==> src/rtl/gshare_bpb_pkg.sv <==
// Shared definitions for the gshare branch prediction buffer.
//   state_t     : flush-engine FSM states (IDLE, SWEEP)
//   init_value  : counter reset value for a given counter width
//                 (weakly not taken, 2**(w-1)-1)
//   sat_update  : saturating increment/decrement of a w-bit counter
package bpb_pkg;

  typedef enum logic {
    IDLE  = 1'b0,
    SWEEP = 1'b1
  } state_t;

  function automatic logic [31:0] init_value(input int cnt_bits);
    return 32'((1 << (cnt_bits - 1)) - 1);
  endfunction

  // Counter is carried in a 32-bit container so one function serves every
  // CNT_BITS; callers truncate the result back to their width.
  function automatic logic [31:0] sat_update(input logic [31:0] cnt,
                                             input logic        taken,
                                             input int          cnt_bits);
    logic [31:0] max_v;
    logic [31:0] res;
    max_v = 32'((1 << cnt_bits) - 1);
    if (taken) res = (cnt == max_v) ? cnt : cnt + 32'd1;
    else       res = (cnt == 32'd0) ? cnt : cnt - 32'd1;
    return res;
  endfunction

endpackage

==> src/rtl/gshare_bpb_if.sv <==
// Bus between the fetch/decode pipeline and the branch prediction buffer.
//   IF_PC                 : fetch PC (IF stage)
//   Pred_Taken/State/Index: combinational prediction for IF_PC
//   Branch/Upd_Index/Upd_Taken : resolution strobe from the ID stage
//   Flush/Busy            : table-clear request and sweep-in-progress flag
//   dbg_state/dbg_ghr     : observability of the FSM state and history
// There is no valid/ready pair here: Branch and Flush are single-cycle
// strobes taken in the cycle they are high; Busy only reports that updates
// are currently being discarded, it never back-pressures the requester.
interface gshare_bpb_if
  import bpb_pkg::*;
#(
  parameter int PC_BITS    = 32,
  parameter int INDEX_BITS = 4,
  parameter int CNT_BITS   = 2,
  parameter int HIST_BITS  = 4
);
  logic [PC_BITS-1:0]    IF_PC;
  logic                  Pred_Taken;
  logic [CNT_BITS-1:0]   Pred_State;
  logic [INDEX_BITS-1:0] Pred_Index;
  logic                  Branch;
  logic [INDEX_BITS-1:0] Upd_Index;
  logic                  Upd_Taken;
  logic                  Flush;
  logic                  Busy;
  state_t                dbg_state;
  logic [HIST_BITS-1:0]  dbg_ghr;

  modport master (
    output IF_PC, Branch, Upd_Index, Upd_Taken, Flush,
    input  Pred_Taken, Pred_State, Pred_Index, Busy, dbg_state, dbg_ghr
  );

  modport slave (
    input  IF_PC, Branch, Upd_Index, Upd_Taken, Flush,
    output Pred_Taken, Pred_State, Pred_Index, Busy, dbg_state, dbg_ghr
  );
endinterface

==> src/rtl/gshare_bpb_counter_array.sv <==
// DEPTH x CNT_BITS table of saturating counters.
//   clk, rst : clock, synchronous reset (all entries to INIT)
//   raddr/rdata : asynchronous read port
//   we, waddr   : single write port
//   wr_init     : 1 = write INIT, 0 = saturating step in direction wtaken
// The read-modify-write of an update happens here, so the write port only
// carries the direction, not a precomputed next state.
module bpb_counter_array
  import bpb_pkg::*;
#(
  parameter int INDEX_BITS = 4,
  parameter int CNT_BITS   = 2
) (
  input  logic                  clk,
  input  logic                  rst,
  input  logic [INDEX_BITS-1:0] raddr,
  output logic [CNT_BITS-1:0]   rdata,
  input  logic                  we,
  input  logic                  wr_init,
  input  logic [INDEX_BITS-1:0] waddr,
  input  logic                  wtaken
);
  localparam int DEPTH = 2 ** INDEX_BITS;
  localparam logic [CNT_BITS-1:0] INIT = CNT_BITS'(init_value(CNT_BITS));

  logic [CNT_BITS-1:0] mem [DEPTH];

  always_ff @(posedge clk) begin
    if (rst) begin
      for (int i = 0; i < DEPTH; i++) mem[i] <= INIT;
    end else if (we) begin
      if (wr_init) mem[waddr] <= INIT;
      else         mem[waddr] <= CNT_BITS'(sat_update(32'(mem[waddr]), wtaken, CNT_BITS));
    end
  end

  // Plain async read: a write in this cycle is seen on the next cycle.
  assign rdata = mem[raddr];

endmodule

==> src/rtl/gshare_bpb.sv <==
// Gshare / bimodal branch prediction buffer with a sequential flush engine.
//   CLK, RST : clock and synchronous active-high reset
//   bus      : gshare_bpb_if slave (prediction, update, flush, debug)
// Prediction is read combinationally for IF_PC; updates use the index the
// branch was predicted with. A flush sweeps every entry back to INIT, one
// per cycle, while predictions read as INIT and updates are discarded.
module gshare_bpb
  import bpb_pkg::*;
#(
  parameter int PC_BITS    = 32,
  parameter int INDEX_BITS = 4,
  parameter int CNT_BITS   = 2,
  parameter int HIST_BITS  = 4,
  parameter int GSHARE     = 1
) (
  input logic        CLK,
  input logic        RST,
  gshare_bpb_if.slave bus
);
  localparam int DEPTH = 2 ** INDEX_BITS;
  localparam logic [CNT_BITS-1:0]   INIT     = CNT_BITS'(init_value(CNT_BITS));
  localparam logic [INDEX_BITS-1:0] LAST_PTR = INDEX_BITS'(DEPTH - 1);

  state_t                state_q, state_d;
  logic [INDEX_BITS-1:0] ptr_q, ptr_d;
  logic [HIST_BITS-1:0]  ghr_q, ghr_d;

  logic                  we;
  logic                  wr_init;
  logic [INDEX_BITS-1:0] waddr;
  logic [INDEX_BITS-1:0] pc_idx;
  logic [INDEX_BITS-1:0] pred_idx;
  logic [CNT_BITS-1:0]   rdata;
  logic                  unused_pc_bits;

  // Index hashing
  assign pc_idx   = bus.IF_PC[INDEX_BITS+1:2];
  assign pred_idx = (GSHARE != 0) ? (pc_idx ^ INDEX_BITS'(ghr_q)) : pc_idx;
  assign unused_pc_bits = ^{bus.IF_PC[PC_BITS-1:INDEX_BITS+2], bus.IF_PC[1:0]};

  bpb_counter_array #(
    .INDEX_BITS (INDEX_BITS),
    .CNT_BITS   (CNT_BITS)
  ) u_array (
    .clk     (CLK),
    .rst     (RST),
    .raddr   (pred_idx),
    .rdata   (rdata),
    .we      (we),
    .wr_init (wr_init),
    .waddr   (waddr),
    .wtaken  (bus.Upd_Taken)
  );

  always_ff @(posedge CLK) begin
    if (RST) begin
      state_q <= IDLE;
      ptr_q   <= '0;
      ghr_q   <= '0;
    end else begin
      state_q <= state_d;
      ptr_q   <= ptr_d;
      ghr_q   <= ghr_d;
    end
  end

  always_comb begin
    state_d = state_q;
    ptr_d   = ptr_q;
    ghr_d   = ghr_q;
    we      = 1'b0;
    wr_init = 1'b0;
    waddr   = bus.Upd_Index;
    case (state_q)
      IDLE: begin
        if (bus.Flush) begin
          // Flush wins over a same-cycle Branch: that update is dropped.
          state_d = SWEEP;
          ptr_d   = '0;
          ghr_d   = '0;
        end else if (bus.Branch) begin
          we    = 1'b1;
          // Low HIST_BITS of {ghr, taken} is the shifted history; this also
          // covers HIST_BITS == 1 without a separate case.
          ghr_d = HIST_BITS'({ghr_q, bus.Upd_Taken});
        end
      end
      SWEEP: begin
        we      = 1'b1;
        wr_init = 1'b1;
        waddr   = ptr_q;
        if (bus.Flush) begin
          ptr_d = '0;
        end else if (ptr_q == LAST_PTR) begin
          state_d = IDLE;
          ptr_d   = '0;
        end else begin
          ptr_d = ptr_q + INDEX_BITS'(1);
        end
      end
      default: state_d = IDLE;
    endcase
  end

  // During a sweep the array is partially stale, so present INIT instead.
  assign bus.Pred_State = (state_q == SWEEP) ? INIT : rdata;
  assign bus.Pred_Taken = bus.Pred_State[CNT_BITS-1];
  assign bus.Pred_Index = pred_idx;
  assign bus.Busy       = (state_q == SWEEP);
  assign bus.dbg_state  = state_q;
  assign bus.dbg_ghr    = ghr_q;

endmodule
==> src/flat_wrapper.sv <==
// flat-port wrapper written by rule: the top's interface ports become plain ports
module gshare_bpb_flat import bpb_pkg::*;
#(
  parameter int PC_BITS    = 32,
  parameter int INDEX_BITS = 4,
  parameter int CNT_BITS   = 2,
  parameter int HIST_BITS  = 4,
  parameter int GSHARE     = 1
)
  (CLK, RST, bus_IF_PC, bus_Branch, bus_Upd_Index, bus_Upd_Taken, bus_Flush, bus_Pred_Taken, bus_Pred_State, bus_Pred_Index, bus_Busy, bus_dbg_state, bus_dbg_ghr);
  gshare_bpb_if #(.PC_BITS(PC_BITS), .INDEX_BITS(INDEX_BITS), .CNT_BITS(CNT_BITS), .HIST_BITS(HIST_BITS)) bus_i ();
  input logic CLK;
  input logic RST;
  input wire logic [$bits(bus_i.IF_PC)-1:0] bus_IF_PC;
  input wire logic [$bits(bus_i.Branch)-1:0] bus_Branch;
  input wire logic [$bits(bus_i.Upd_Index)-1:0] bus_Upd_Index;
  input wire logic [$bits(bus_i.Upd_Taken)-1:0] bus_Upd_Taken;
  input wire logic [$bits(bus_i.Flush)-1:0] bus_Flush;
  output wire logic [$bits(bus_i.Pred_Taken)-1:0] bus_Pred_Taken;
  output wire logic [$bits(bus_i.Pred_State)-1:0] bus_Pred_State;
  output wire logic [$bits(bus_i.Pred_Index)-1:0] bus_Pred_Index;
  output wire logic [$bits(bus_i.Busy)-1:0] bus_Busy;
  output wire logic [$bits(bus_i.dbg_state)-1:0] bus_dbg_state;
  output wire logic [$bits(bus_i.dbg_ghr)-1:0] bus_dbg_ghr;
  assign bus_i.IF_PC = bus_IF_PC;
  assign bus_i.Branch = bus_Branch;
  assign bus_i.Upd_Index = bus_Upd_Index;
  assign bus_i.Upd_Taken = bus_Upd_Taken;
  assign bus_i.Flush = bus_Flush;
  assign bus_Pred_Taken = bus_i.Pred_Taken;
  assign bus_Pred_State = bus_i.Pred_State;
  assign bus_Pred_Index = bus_i.Pred_Index;
  assign bus_Busy = bus_i.Busy;
  assign bus_dbg_state = bus_i.dbg_state;
  assign bus_dbg_ghr = bus_i.dbg_ghr;
  gshare_bpb #(.PC_BITS(PC_BITS), .INDEX_BITS(INDEX_BITS), .CNT_BITS(CNT_BITS), .HIST_BITS(HIST_BITS), .GSHARE(GSHARE)) u_core (.CLK(CLK), .RST(RST), .bus(bus_i));
endmodule
==> config.mk <==
export PLATFORM = sky130hd
export DESIGN_NAME = gshare_bpb_flat
export DESIGN_NICKNAME = d
export VERILOG_FILES = /design/src/rtl/gshare_bpb_pkg.sv /design/src/rtl/gshare_bpb_if.sv /design/src/rtl/gshare_bpb_counter_array.sv /design/src/rtl/gshare_bpb.sv /design/src/flat_wrapper.sv
export SDC_FILE = /design/constraint.sdc
export NUM_CORES = 1
export LEC_CHECK = 0
export CAP_MARGIN = 10
export CORE_MARGIN = 4
export CORE_UTILIZATION = 56
export CTS_CLUSTER_SIZE = 40
export DETAILED_ROUTE_END_ITERATION = 8
export PLACE_DENSITY = 0.89
export SYNTH_ARGS = -nofsm -noshare
export SYNTH_HDL_FRONTEND = slang
export SYNTH_SLANG_ARGS = --single-unit
==> constraint.sdc <==
create_clock -name CLK -period 4.5 [get_ports CLK]
set_clock_uncertainty 0.15 [all_clocks]
set_input_delay 0.9 -clock CLK [delete_from_list [all_inputs] [get_ports CLK]]
set_output_delay 0.9 -clock CLK [all_outputs]
set_load 0.005 [all_outputs]
---- Yosys cells after proc, flatten, opt, wreduce, memory -nomap -nowiden ----
Memories as Yosys holds them, arrays and structs flattened.
Index checks and enable logic that the tools add are counted.
word-level totals
  flip-flop bits (word level) ............. 9
  memory bits (writable) .................. 32
  output and inout port bits .............. 13
  logic and storage cells ................. 53
  memories ................................ 1
memories
  name                words  width  rd ports  clocked after Yosys merged registers in  write ports  RTL line                        source
  u_core.u_array.mem  16     2      2         0                                        16           gshare_bpb_counter_array.sv:26  logic [CNT_BITS-1:0] mem [DEPTH];
cells by class
  add/sub/neg operators ................... 3
  equal/unequal tests ..................... 3
  mux-type cells .......................... 36
  bitwise gates (word level) .............. 3
  reductions and logical operators ........ 4
operator list
  kind                   count
  $mux W4                7
  $mux W2                9
  $mux W1                17
  $pmux W4 S2            1
  $add A4 B1 Y4 const B  1
  $eq A4 B4 Y1 const B   1
  $pmux W1 S2            2
  $xor A4 B4 Y4          1
  $add A2 B1 Y2 const B  1
  $eq A2 B2 Y1 const B   1
  $logic_not A2 Y1       1
  $ne A2 B2 Y1 const B   1
  $reduce_and A2 Y1      1
  $reduce_bool A2 Y1     1
  $reduce_or A2 Y1       1
  $sub A2 B1 Y2 const B  1
  $not A1 Y1             1
  $or A1 B1 Y1           1

---- Longest topological paths before layout ----
Gate-level depths: netlist of the first run.
An unclocked memory read counts as a cell.
  depth in word-level cells ............... 10
  gate-level depth with buffers ........... 9
  depth with buffers taken out ............ 6

---- Cells and area by module ----
Synthesis of the first run repeated with hierarchy kept, for this count alone.
unflattened totals
  cell total of the unflattened synthesis .. 200
  area total of the unflattened synthesis .. 2446.1 sq um
by module, submodules not included
  module             times used  cells each  area an instance (sq um)  seq. area each (sq um)
  bpb_counter_array  1           146         1968.1                    960.9
  gshare_bpb         1           54          478.0                     180.2

---- Worst setup path before layout of the first run ----
Ideal clock, no wire load.
  kind .................................... input to output
  from .................................... in bus_IF_PC[2]
  to ...................................... out bus_Pred_State[1]
  arrival ................................. 2.618 ns
  data required time ...................... 3.450 ns
  setup slack ............................. 0.832 ns
  stages on the path ...................... 5
  path through ............................ xor2_2 > mux4_2 > mux4_2 > nor2b_1 > buf_4
on the way
  word-level cells in the longest chain between the ends .. 3
ends and longest elaborated chain
  what             RTL line            source
  start, declared  flat_wrapper.sv:14  input wire logic [$bits(bus_i.IF_PC)-1:0] bus_IF_PC;
  $xor A4 B4 Y4    gshare_bpb.sv:38    assign pred_idx = (GSHARE != 0) ? (pc_idx ^ INDEX_BITS'(ghr_q)) : pc_idx;
  $mem_v2 Z16 W2   -
  $mux W2          gshare_bpb.sv:106   assign bus.Pred_State = (state_q == SWEEP) ? INIT : rdata;
  end, declared    flat_wrapper.sv:20  output wire logic [$bits(bus_i.Pred_State)-1:0] bus_Pred_State;
No other way between the ends.

---- Final worst setup path of the first run ----
  from .................................... in bus_IF_PC[2]
  to ...................................... out bus_Pred_Taken
on the way
  word-level cells in the longest chain between the ends .. 3
ends and longest elaborated chain
  what            RTL line            source
  $xor A4 B4 Y4   gshare_bpb.sv:38
  $mem_v2 Z16 W2  -
  $mux W2         gshare_bpb.sv:106
  end, declared   flat_wrapper.sv:19  output wire logic [$bits(bus_i.Pred_Taken)-1:0] bus_Pred_Taken;
No other way between the ends.

==> results_dict.tcl, run 1 <==
set metrics [dict create \
    drc 0 \
    cts-root-buf "clkbuf_8" \
    die_h_um 77.28 \
    crit_path_end_kind "primary output" \
    drive_gt1_share_pct 13.64 \
    critPathLaunchType "input port" \
    yosys-top-cells-area "edfxtp_1 (36%), mux4_2 (8.4%), dfxtp_1 (6.7%), a21boi_0 (4.2%), nand3_1 (3.9%)" \
    first_pass_iters 7 \
    rsz0062_at_grt "no" \
    whs_endpoint "u_core.bus.dbg_ghr[0]$_SDFFE_PP0P_" \
    regToRegEndpoint "u_core.u_array.mem[12][1]$_SDFFCE_PN0P_" \
    drv_cap 0 \
    irDropWorstVdd_mv 0.2466 \
    relSlewSlack_pct 39.39 \
    n_antenna_cell 0 \
    worstMarginPinSlew_ps 909.2 \
    syn_avg_cell_area_um2 10.30 \
    status "finished, final reports clean" \
    rows 24 \
    clkLatencyLatePin_ps 310 \
    clock_path_buffers 2 \
    syn_inst 261 \
    syn_to_final_growth_pct 15.36 \
    cts-hold-fix-buffers 0 \
    cts_made_buffers 5 \
    drt_iter0_drc 288 \
    rrSetupSlack_ps 1390 \
    grt_pass1_vias 2195 \
    finalCriticalPeriod_ps 4423 \
    async_flop_share_pct 0 \
    clock-sinks 41 \
    io_pins 54 \
    layout.nets 327 \
    hold_ws_ps 437.5 \
    finalSetupViolations 0 \
    antenna_found_initial 0 \
    num_vias 2391 \
    synth_cell_types 49 \
    place_ws_ps -4.829 \
    worstRegToRegCells 7 \
    p_leak_nw 1.079 \
    cts_tree "built" \
    grt_max_degree 19 \
    power_mw 0.8268 \
    hold_start "u_core.bus.dbg_ghr[0]$_SDFFE_PP0P_" \
    start_util_pct 59.67 \
    critPathBufInv 3 \
    yosys_warnings 0 \
    fin_crit_sh_pct 98.29 \
    synth-main-ff-cell "edfxtp_1" \
    io_buffers 25 \
    chipWidth_um 77.28 \
    synth_area_leader_cell "edfxtp_1" \
    vias_per_cell 7.074 \
    syn_area_um2 2688 \
    globalplace.congestion 0.8740 \
    worstPathRequired_ps 3450 \
    synth_edf_count 32 \
    dieArea_um2 5971 \
    min_path_type "reg -> reg" \
    cpPeakStageDelay_ps 510 \
    path_class "in -> out" \
    crit_fanout 9 \
    min_path_cells 2 \
    synth_nets 303 \
    maxSlewViolCount 0 \
    globalRouteOverflowTotal 0 \
    fp.coreArea_um2 4504 \
    dp_hpwl_um 4897 \
    wire_per_inst_um 21.12 \
    ys_seq_elements 41 \
    clkTransAtPathRegs_ps 90 \
    crit_arrival_ps 3370 \
    cts_max_level 2 \
    crit_family "buffers and inverters" \
    worst_slack_ps 76.95 \
    powerDensity_nw_per_um2 266.7 \
    cp_slowest_cell "mux4_2" \
    fillers 326 \
    fmax_ghz 0.2261 \
    critical_path.cell_chain "clkdlybuf4s50_1 > xor2_2 > buf_12 > mux4_2 > mux4_2 > nor2b_1 > clkdlybuf4s50_1" \
    synth.top_cell.area_share_pct 35.75 \
    drt_wl_total_um 7138 \
    hold_viol 0 \
    grt_pass1_wl_um 11170 \
    track_usage_pct 23.67 \
    drtAntennaViolNets 0 \
    reg2reg_from "u_core.bus.Busy$_SDFF_PP0_" \
    ys_seq_area_share_pct 42.46 \
]
-- tightest hold or removal path, cell delays in order, from the launching register on --
cell and delay (ps):
dfxtp_1 370, a21oi_1 140, nor2_1 40
-- metal layers --
metal | vias to the layer above | global-route usage (%) | part of all wire, %
li1 | 1040 | - | -
met1 | 1124 | 32.60 | 39
met2 | 192 | 37.48 | 46
met3 | 35 | 5.504 | 11
met4 | 0 | 6.584 | 3.6
met5 | - | 0 | 0
-- cell usage in the layout (no fill, tap or decap), types with 3 or more instances in the layout --
master and instances:
mux2i_1 8, nand3_1 21, mux4_2 10, clkdlybuf4s50_1 23, buf_4 6, a21oi_1 12
inv_1 8, nand2_1 22, edfxtp_1 32, a21boi_0 15, nor3_1 14, nor2_1 20
clkbuf_8 5, o22ai_2 3, or3b_1 3, a22oi_1 3, dfxtp_1 9, o21ai_0 9
o41ai_1 4, and3_1 16
-- registers in the layout, indices dropped and copies added, names as in the netlist --
signal              cells
u_core.u_array.mem     32
u_core.ptr_q            4
u_core.bus.dbg_ghr      4
u_core.bus.Busy         1
-- repair_timing --
action	4_1_cts	5_1_grt
setup buffers	0	4
setup endpoints to repair	0	3
resized for setup	0	2
hold endpoints to repair	0	0
-- area by class of cell --
class	instances	area (µm²)	share of cell area [%]
clock buffers	5	68.82	2.220
clock inverters	3	22.52	0.7264
inverters	8	30.03	0.9685
multi-input cells	195	1408	45.40
flip-flops and latches	41	1141	36.80
well taps	52	65.06	2.098
repair buffers	34	365.4	11.78
-- synthesized netlist by cell type, types with 4 or more instances --
cell       n
edfxtp_1  32
dfxtp_1    9
mux2i_1    8
mux4_2    10
nand2_1   22
a21oi_1   12
nor3_1    14
inv_1      8
o41ai_1    4
nand3_1   21
and3_1    16
nor2_1    20
buf_6      4
clkbuf_1   7
a21boi_0  15
o21ai_0    9
-- worst max-delay path by stage --
stage                     slack, ps  cells past startpoint          from           endpoint
after global placement           50                      7  bus_IF_PC[3]  bus_Pred_State[0]
after floorplan                 830                      5  bus_IF_PC[2]  bus_Pred_State[1]
after detailed placement         -5                      7  bus_IF_PC[3]  bus_Pred_State[0]
after global routing             20                      7  bus_IF_PC[2]     bus_Pred_Taken
final                            80                      7  bus_IF_PC[2]     bus_Pred_Taken
after CTS                         4                      7  bus_IF_PC[3]  bus_Pred_State[0]
-- per-stage QoR --
stage / area, µm² / std cells / setup TNS, ps / utilization (%)
2_1_floorplan: 2688 / 261 / 0 / -
6_report: 3100 / 338 / 0 / 68.83
3_3_place_gp: 2949 / 325 / 0 / 65.47
3_5_place_dp: 2949 / 325 / -4.829 / 65.47
4_1_cts: 3040 / 333 / 0 / 67.50
5_1_grt: 3100 / 338 / 0 / 68.83
-- where the power goes --
group | switching [mW] | internal (mW) | total [mW]
Combinational | 0.0766 | 0.0649 | 0.142
Sequential | 0.00954 | 0.415 | 0.424
Clock | 0.151 | 0.110 | 0.261
-- cells by family after synthesis --
| kind of cell | synth area share (%) |
|---|---|
| buffers and inverters | 5.167 |
| adders and majority gates | 0.4655 |
| muxes | 13.04 |
| and+or+nand+nor | 21.79 |
| AOI/OAI and AO/OA | 14.90 |
| DFF | 42.46 |
| xor gates and xnor gates | 2.188 |
No activity file was read; power rests on OpenSTA's default activity.
==> inputs of run 2 (changes only) <==
- CELL_PAD_IN_SITES_DETAIL_PLACEMENT: unset -> 1
- CELL_PAD_IN_SITES_GLOBAL_PLACEMENT: unset -> 1
- CORE_UTILIZATION: 56 -> 43
- PLACE_DENSITY: 0.89 -> 0.88
==> results_dict.tcl, run 2 (synthesis results as in run 1) <==
set metrics [dict create \
    cpPeakStageDelay_ps 560 \
    first_pass_iters 5 \
    antenna_found_initial 0 \
    start_util_pct 44.86 \
    regMostFlops "u_core.u_array.mem" \
    layout_common_cells "edfxtp_1 (32), nand2_1 (22), clkdlybuf4s50_1 (22), nand3_1 (21), nor2_1 (20)" \
    irDropWorstVdd_mv 0.1164 \
    seqCellArea_um2 1141 \
    powerDensity_nw_per_um2 259.1 \
    wire_per_inst_um 22.31 \
    drt_iter0_drc 200 \
    cts-hold-fix-buffers 0 \
    grt_pass1_vias 2467 \
    track_usage_pct 22.53 \
    maxSlewViolCount 0 \
    critPathBufInv 3 \
    grt-busiest-layer "met2" \
    rsz0062_at_grt "no" \
    fp.coreArea_um2 5991 \
    cp_slowest_cell "mux4_2" \
    critical_path.cell_chain "clkdlybuf4s50_1 > xor2_2 > buf_12 > mux4_2 > mux4_2 > or2_1 > dlygate4sd2_1" \
    num_vias 2323 \
    critPathLaunchType "input port" \
    design_area_um2 3108 \
    worstPathRequired_ps 3450 \
    io_pins 54 \
    cts_made_buffers 5 \
    cts_max_level 2 \
    largest_reg_flops 32 \
    cts-root-buf "clkbuf_8" \
    vias_per_cell 6.417 \
    fmax_ghz 0.2287 \
    post-route-util_pct 51.88 \
    fillers 661 \
    clock-sinks 41 \
    drv_cap 0 \
    finalSetupViolations 0 \
    worstMarginPinSlew_ps 748.5 \
    min_path_type "reg -> reg" \
    drtAntennaViolNets 0 \
    relSlewSlack_pct 48.67 \
    clkLatencyLatePin_ps 300 \
    grt_pass1_wl_um 12740 \
    place_area_um2 3008 \
    drt_wl_total_um 8078 \
    hold_viol 0 \
    io_buffers 25 \
    clkTransAtPathRegs_ps 80 \
    power_mw 0.8052 \
    grt.met2_usage_pct 39.41 \
    status "finished, final reports clean" \
    cts_tree "built" \
    drc 0 \
    crit_top_cell "mux4_2" \
    path_class "in -> out" \
    crit_path_end_kind "primary output" \
    fin_crit_sh_pct 97.19 \
    chipWidth_um 87.06 \
    crit_family "multiplexers" \
    met3_usage_pct 4.636 \
    layout.nets 328 \
    multi_input_area_um2 1408 \
    syn_to_final_growth_pct 15.64 \
    globalplace.congestion 0.8872 \
    finalCriticalPeriod_ps 4373 \
    crit_arrival_ps 3320 \
    grt_use_met1_pct 26.19 \
    grt_max_degree 21 \
    n_antenna_cell 0 \
    final_common_cell "edfxtp_1" \
    crit_fanout 8 \
    hold_ws_ps 428.0 \
    clock_path_buffers 2 \
    dieArea_um2 7579 \
    drive_gt1_share_pct 13.24 \
    globalRouteOverflowTotal 0 \
    dp_hpwl_um 5926 \
    die_h_um 87.06 \
    p_leak_nw 1.084 \
    rows 28 \
]
==> run 2: worst paths after layout <==
| check | cells past startpoint | startpoint | slack, ps | end |
|---|---|---|---|---|
| worst max register to register | 8 | u_core.bus.Busy$_SDFF_PP0_ | 1200 | u_core.u_array.mem[1][0]$_SDFFCE_PN1P_ |
| worst min-delay path | 2 | u_core.bus.dbg_ghr[0]$_SDFFE_PP0P_ | 430 | u_core.bus.dbg_ghr[0]$_SDFFE_PP0P_ |
| worst min register to register | 2 | u_core.bus.dbg_ghr[0]$_SDFFE_PP0P_ | 430 | u_core.bus.dbg_ghr[0]$_SDFFE_PP0P_ |
| worst max-delay path | 7 | bus_IF_PC[3] | 130 | bus_Pred_State[0] |
==> run 2: worst register-to-register path: stages, from the launching register on <==
cell	delay [ps]
dfxtp_1	480
buf_4	290
nand3b_1	300
a21boi_0	200
o41ai_1	620
nand4_1	270
o22ai_2	320
buf_4	270
nand3_1	110
==> run 2: cell type report <==
type,instances,area share (%)
inverters,8,0.9662
well taps,75,3.019
clock buffers,5,2.214
multi-input cells,195,45.29
flip-flops and latches,41,36.71
repair buffers,35,11.39
clock inverters,3,0.4026
==> run 2: layer usage <==
metal,wire (µm),part of all wire (%)
met1,3087,38
met5,0,0
met2,4068,50
met4,348,4.3
met3,574,7.1
==> run 2: timing repair <==
item / 4_1_cts / 5_1_grt
pin swaps: 0 / 0
cloned: 0 / 0
setup endpoints to repair: 1 / 2
buffers inserted: 2 / 0
hold endpoints to repair: 0 / 0
resized for setup: 1 / 2
==> run 2: power by group <==
part	internal [mW]	switching, mW	leakage, nW
clock	0.105	0.133	0.0430
sequential	0.414	0.00870	0.352
combinational	0.0636	0.0805	0.688
total	0.583	0.222	1.08
==> run 2: through the flow <==
| stage | TNS, ps | cells | setup WS (ps) |
|---|---|---|---|
| after floorplan | 0 | 261 | 832.4 |
| after global placement | 0 | 352 | 29.63 |
| after detailed placement | -75.32 | 352 | -75.32 |
| after CTS | 0 | 362 | 37.77 |
| after global routing | 0 | 362 | 34.49 |
| final | 0 | 362 | 126.5 |
==> inputs of run 3 (changes only) <==
- CAP_MARGIN: 10 -> 20
==> results of run 3 <==
No change in the layout: final DEF, timing and power equal those of run 2.
